### src/rtl/button_event_scheduler.sv
// Multi-button debouncer with a shared prescaler and a one-button-per-cycle scanner.
// Debounced edges become events, handed out round-robin. `AUTOREPEAT_EN adds held-key repeat.
module button_event_scheduler #(
  parameter int NUM_BTN      = 4,
  parameter int IDX_W        = 2,
  parameter int TICK_DIV     = 50000,
  parameter int STABLE_TICKS = 10,
  parameter int CNT_W        = 4
`ifdef AUTOREPEAT_EN
  ,
  parameter int REPEAT_DELAY = 300,
  parameter int REPEAT_RATE  = 100
`endif
) (
  input  logic               clk,
  input  logic               reset_n,
  input  logic [NUM_BTN-1:0] raw,
  output logic [NUM_BTN-1:0] level,
  output logic               evt_valid,
  input  logic               evt_ready,
  output logic [IDX_W-1:0]   evt_idx,
  output logic               evt_press,
  output logic               overrun
);

  localparam int PW = (TICK_DIV > 1) ? $clog2(TICK_DIV) : 1;
  localparam logic [PW-1:0]    TICK_LAST  = PW'(TICK_DIV - 1);
  localparam logic [CNT_W-1:0] STABLE_VAL = CNT_W'(STABLE_TICKS);
  localparam logic [IDX_W-1:0] LAST_IDX   = IDX_W'(NUM_BTN - 1);

  typedef enum logic {S_IDLE, S_SCAN} state_t;

  logic [NUM_BTN-1:0] sync1_reg, sync2_reg;
  logic [PW-1:0]      presc_reg;
  logic               tick;
  state_t             state_reg, state_next;
  logic [IDX_W-1:0]   scan_idx_reg, scan_idx_next;

  logic [CNT_W-1:0]   cnt_reg  [NUM_BTN];
  logic [CNT_W-1:0]   cnt_next [NUM_BTN];
  logic [NUM_BTN-1:0] level_reg;
  logic [NUM_BTN-1:0] pending_reg, pdir_reg;
  logic [NUM_BTN-1:0] proc, flip, rpt_hit, pend_set, grant_clr;
  logic               overrun_reg;

  logic               evt_valid_reg, evt_press_reg;
  logic [IDX_W-1:0]   evt_idx_reg, ptr_reg;
  logic               load, found;
  logic [IDX_W-1:0]   sel_idx, cand_idx;

  assign tick = (presc_reg == TICK_LAST);

  always_comb begin
    state_next    = state_reg;
    scan_idx_next = scan_idx_reg;
    case (state_reg)
      S_IDLE: if (tick) begin
        state_next    = S_SCAN;
        scan_idx_next = '0;
      end
      S_SCAN: if (scan_idx_reg == LAST_IDX) begin
        state_next    = S_IDLE;
        scan_idx_next = '0;
      end else begin
        scan_idx_next = scan_idx_reg + 1'b1;
      end
      default: state_next = S_IDLE;
    endcase
  end

`ifdef AUTOREPEAT_EN
  localparam int RMAX = (REPEAT_DELAY > REPEAT_RATE) ? REPEAT_DELAY : REPEAT_RATE;
  localparam int RW   = $clog2(RMAX + 1);
  logic [RW-1:0]      rpt_cnt_reg  [NUM_BTN];
  logic [RW-1:0]      rpt_cnt_next [NUM_BTN];
  logic [NUM_BTN-1:0] rpt_armed_reg, rpt_armed_next;
`endif

  genvar gi;
  generate
    for (gi = 0; gi < NUM_BTN; gi++) begin : g_btn
      logic differ;
      assign proc[gi]  = (state_reg == S_SCAN) && (scan_idx_reg == IDX_W'(gi));
      assign differ    = sync2_reg[gi] != level_reg[gi];
      assign flip[gi]  = proc[gi] && differ && ((cnt_reg[gi] + CNT_W'(1)) == STABLE_VAL);
      assign cnt_next[gi] = !proc[gi]            ? cnt_reg[gi] :
                            (!differ || flip[gi]) ? '0 : cnt_reg[gi] + CNT_W'(1);
      assign grant_clr[gi] = load && (sel_idx == IDX_W'(gi));
      assign pend_set[gi]  = flip[gi] || rpt_hit[gi];
`ifdef AUTOREPEAT_EN
      logic [RW-1:0] target;
      assign target = rpt_armed_reg[gi] ? RW'(REPEAT_RATE) : RW'(REPEAT_DELAY);
      assign rpt_hit[gi] = proc[gi] && level_reg[gi] && !flip[gi] &&
                           ((rpt_cnt_reg[gi] + RW'(1)) == target);
      // Any release (or a flip, which from level 1 is a release) restarts the delay.
      always_comb begin
        rpt_cnt_next[gi]   = rpt_cnt_reg[gi];
        rpt_armed_next[gi] = rpt_armed_reg[gi];
        if (!level_reg[gi] || flip[gi]) begin
          rpt_cnt_next[gi]   = '0;
          rpt_armed_next[gi] = 1'b0;
        end else if (rpt_hit[gi]) begin
          rpt_cnt_next[gi]   = '0;
          rpt_armed_next[gi] = 1'b1;
        end else if (proc[gi]) begin
          rpt_cnt_next[gi] = rpt_cnt_reg[gi] + RW'(1);
        end
      end
`else
      assign rpt_hit[gi] = 1'b0;
`endif
    end
  endgenerate

  // First pending index strictly after the last grant, wrapping around.
  always_comb begin
    found    = 1'b0;
    sel_idx  = '0;
    cand_idx = '0;
    for (int k = 1; k <= NUM_BTN; k++) begin
      cand_idx = IDX_W'((int'(ptr_reg) + k) % NUM_BTN);
      if (!found && pending_reg[cand_idx]) begin
        found   = 1'b1;
        sel_idx = cand_idx;
      end
    end
  end

  assign load = (!evt_valid_reg || evt_ready) && (|pending_reg);

  always_ff @(posedge clk or negedge reset_n) begin
    if (!reset_n) begin
      sync1_reg     <= '0;
      sync2_reg     <= '0;
      presc_reg     <= '0;
      state_reg     <= S_IDLE;
      scan_idx_reg  <= '0;
      level_reg     <= '0;
      pending_reg   <= '0;
      pdir_reg      <= '0;
      overrun_reg   <= 1'b0;
      evt_valid_reg <= 1'b0;
      evt_idx_reg   <= '0;
      evt_press_reg <= 1'b0;
      ptr_reg       <= LAST_IDX;
      for (int i = 0; i < NUM_BTN; i++) cnt_reg[i] <= '0;
`ifdef AUTOREPEAT_EN
      rpt_armed_reg <= '0;
      for (int i = 0; i < NUM_BTN; i++) rpt_cnt_reg[i] <= '0;
`endif
    end else begin
      sync1_reg    <= raw;
      sync2_reg    <= sync1_reg;
      presc_reg    <= tick ? '0 : presc_reg + 1'b1;
      state_reg    <= state_next;
      scan_idx_reg <= scan_idx_next;
      for (int i = 0; i < NUM_BTN; i++) begin
        cnt_reg[i] <= cnt_next[i];
        if (flip[i]) level_reg[i] <= sync2_reg[i];
        if (pend_set[i]) pdir_reg[i] <= flip[i] ? sync2_reg[i] : 1'b1;
      end
`ifdef AUTOREPEAT_EN
      rpt_armed_reg <= rpt_armed_next;
      for (int i = 0; i < NUM_BTN; i++) rpt_cnt_reg[i] <= rpt_cnt_next[i];
`endif
      // A new set beats a same-cycle grant; the granted copy already sits in the output register.
      pending_reg <= pend_set | (pending_reg & ~grant_clr);
      overrun_reg <= |(flip & pending_reg & ~grant_clr);
      if (load) begin
        evt_valid_reg <= 1'b1;
        evt_idx_reg   <= sel_idx;
        evt_press_reg <= pdir_reg[sel_idx];
        ptr_reg       <= sel_idx;
      end else if (evt_valid_reg && evt_ready) begin
        evt_valid_reg <= 1'b0;
      end
    end
  end

  assign level     = level_reg;
  assign evt_valid = evt_valid_reg;
  assign evt_idx   = evt_idx_reg;
  assign evt_press = evt_press_reg;
  assign overrun   = overrun_reg;

endmodule

### config.mk
export PLATFORM = sky130hd
export DESIGN_NAME = button_event_scheduler
export DESIGN_NICKNAME = d
export VERILOG_FILES = /design/src/rtl/button_event_scheduler.sv
export SDC_FILE = /design/constraint.sdc
export NUM_CORES = 1
export LEC_CHECK = 0
export BUFFER_PORTS_ARGS = -buffer_cell sky130_fd_sc_hd__buf_2
export CAP_MARGIN = 5
export CORE_AREA = 2 2 75 77
export DETAILED_ROUTE_END_ITERATION = 10
export DIE_AREA = 0 0 77 79
export GPL_ROUTABILITY_DRIVEN = 1
export GPL_TIMING_DRIVEN = 0
export MAX_ROUTING_LAYER = met4
export PLACE_DENSITY = 0.72
export SETUP_SLACK_MARGIN = 0.2
export SYNTH_ARGS = -nofsm -noshare
export SYNTH_HDL_FRONTEND = slang
export SYNTH_SLANG_ARGS = --single-unit
### constraint.sdc
create_clock -name clk -period 3.4 [get_ports clk]
set_clock_uncertainty 0.15 [all_clocks]
set_input_delay 0.51 -clock clk [delete_from_list [all_inputs] [get_ports clk]]
set_output_delay 0.51 -clock clk [all_outputs]
set_load 0.05 [all_outputs]
==> flow_summary.toml <==
[status]
status = "finished clean"

[final_layout]
num-fill-cells = 476
drive_gt1_share_pct = 13.9
nNetsFinal = 324
diodes = 0
area_growth_pct = 12.3

[worst_hold_path]
min_path_type = "in2async"

[power_and_ir_drop]
ir_drop_v = 0.000294
p_sw_share_pct = 27.6
switchingPower_uw = 425
clkPwrFrac_pct = 37.9
seqPwrFrac_pct = 50.2
comb_power_share_pct = 11.9
p_int_uw = 1120
power.density_nw_per_um2 = 483
p_total_uw = 1540
leakage_uw = 0.00147

[die]
ios = 16
die-area_um2 = 6080
coreArea_um2 = 5340
die_y_um = 79
start_util_pct = 53.3
die_x_um = 77
rows = 27

[sta]
tightest_slew_ns = 0.815
setup_slack_ns = 1.15
slew_viol_final = 0
finalCritPeriodShare_pct = 66.1
rsz0062_at_grt = "no"
slew_headroom_pct = 45.2
tns_ns = 0
fin_crit_ns = 2.25
hold_viol = 0
fmax_ghz = 0.445
setup_viol = 0

[critical_path]
cp_slowest_cell = "nor3_1"
critPathCaptureType = "flop"
cp_num_cells = 5
cpPeakStageDelay_ns = 0.69
path_max_fanout = 6
critPathTopFamily = "simple AND/OR/NAND/NOR gates"
worstPathCellList = "ha_1, nand2b_1, nand3_1, nor3_1, mux2_2"
cp.arrival_ns = 2.33
reg2regPathDepth = 5
path_buf_inv = 0
crit_type = "reg2reg"
crit_required_ns = 3.48
startpoint_type = "flop"

[synthesis]
netlist.area_leader.share_pct = 49.3
yosysMostFrequentCell = "dfrtp_1"
yosysWarnings = 0
ys_ff_latch = 58
synth_commonest_cells = "dfrtp_1 (56), nand2_1 (43), o21ai_0 (21)"
syn_nets = 298
ys_top_cells_by_area = "dfrtp_1 (49%), ha_1 (5.7%), nand2_1 (5.7%)"
synth_area_um2 = 2840
avgSynthCellArea_um2 = 10.2
synth_cell_types = 47
yosysSeqAreaShare_pct = 51.1
yosysTopAreaCell = "dfrtp_1"
async_flop_share_pct = 100
synth_cells = 278
synth_top_flop_cell = "dfrtp_1"
synth-edff-count = 0

[drt]
dr.pass1.iters = 4
via_per_inst = 5.40
drc_errors = 0
drt_iter0_drc = 82
wl_per_cell_um = 12.9
routed_wl_um = 4930
antenna_left = 0
route.vias.total = 2056

[grt]
overflow = 0
grt_pass1_wl_um = 8830
track_usage_pct = 19.3
grt_max_degree = 59
grt_pass1_vias = 2001
antenna_found_initial = 0

[clock_network]
cts_buffer_depth = 2
cts_tree = "done"
cts_sinks = 58
htreeDepth = 3
holdBufCountCts = 0
cts-resized-gates = 0
cts.clk_slew.worst_paths_ns = 0.07
clk-insertion-delay-late_ns = 0.34
cts_setup_buffers = 0
cts_made_buffers = 9
cts-root-buf = "clkbuf_8"

[place]
gp_congestion = 0.825
place_ws_ns = 1.23
detailed_place_hpwl_um = 3450
io_buffers = 15

[flow_run]
drv_cap = 0
==> logic make-up (layout without fill, tap and decap cells) <==
family,Yosys count,count (layout),synth area share [%]
buffers and inverters,12,43,1.63
AND/OR/NAND/NOR,113,113,20.5
AO/OA/AOI/OAI,54,54,12.0
adder cells (fa/ha/maj),13,13,5.72
XOR/XNOR,22,22,6.78
flip-flops,58,58,51.1
multiplexers,6,6,2.24
==> metal layers <==
metal / vias to the layer above / global-route usage [%] / routed length [um]
li1: 1028 / - / -
met1: 992 / 22.7 / 2350
met2: 25 / 30.4 / 2290
met3: 11 / 7.16 / 200
met4: 0 / 7.68 / 88
met5: - / - / 0
==> layout by cell type, fill, tap and decap left out, drive strengths merged, types with 10 or more instances in the layout <==
cell and count:
nor2 16, buf 16, nand2 43, inv 10, nand2b 11, clkbuf 15
nand3 14, ha 13, o21ai 22, xnor2 12, xor2 10, dfrtp 56
==> final timing paths <==
| kind | start | to | slack [ns] |
|---|---|---|---|
| max reg2reg | cnt_reg[8]$_DFFE_PN0P_ | level[1]$_DFFE_PN0P_ | 1.15 |
| max | cnt_reg[8]$_DFFE_PN0P_ | level[1]$_DFFE_PN0P_ | 1.15 |
| min in group clk | raw[3] | sync1_reg[3]$_DFF_PN0_ | 0.12 |
| min | reset_n | cnt_reg[10]$_DFFE_PN0P_ | 0.05 |
| min reg2reg | sync1_reg[2]$_DFF_PN0_ | sync2_reg[2]$_DFF_PN0_ | 0.20 |
| max in group asynchronous | reset_n | cnt_reg[5]$_DFFE_PN0P_ | 2.56 |
==> power by group through the flow <==
stage | Clock, uW | Combinational [uW] | Sequential [uW]
2_1_floorplan | 0 | 72.2 | 844
3_3_place_gp | 0 | 182 | 786
3_5_place_dp | 0 | 185 | 787
4_1_cts | 604 | 185 | 775
5_1_grt | 638 | 199 | 780
6_report | 584 | 183 | 774
==> worst reg2reg max path: cells and delay by family, from the launching register on <==
family | cells | cell delay (ns)
muxes | 1 | 0.41
adders and majority gates | 1 | 0.25
DFF | 1 | 0.43
and+or+nand+nor | 3 | 0.89
==> final cells by class <==
class | count | area, um2 | share of cell area (%)
flip-flops and latches | 58 | 1450 | 45.5
multi-input cells | 208 | 1340 | 42.1
clock buffers | 14 | 173 | 5.41
well taps | 72 | 90.1 | 2.82
repair buffers | 15 | 77.6 | 2.43
inverters | 10 | 37.5 | 1.18
clock inverters | 2 | 10.0 | 0.313
plain buffers | 2 | 8.76 | 0.274
==> stage by stage <==
step           instance area (um2)  utilization, %  cells  hold slack, ns
2_1_floorplan                 2840               -    278          0.0644
4_1_cts                       3190            59.8    381           0.103
3_3_place_gp                  3010            56.4    365           0.183
3_5_place_dp                  3010            56.4    365           0.185
6_report                      3190            59.8    381          0.0516
5_1_grt                       3190            59.8    381          0.0986
No activity file was read; power rests on OpenSTA's default activity.
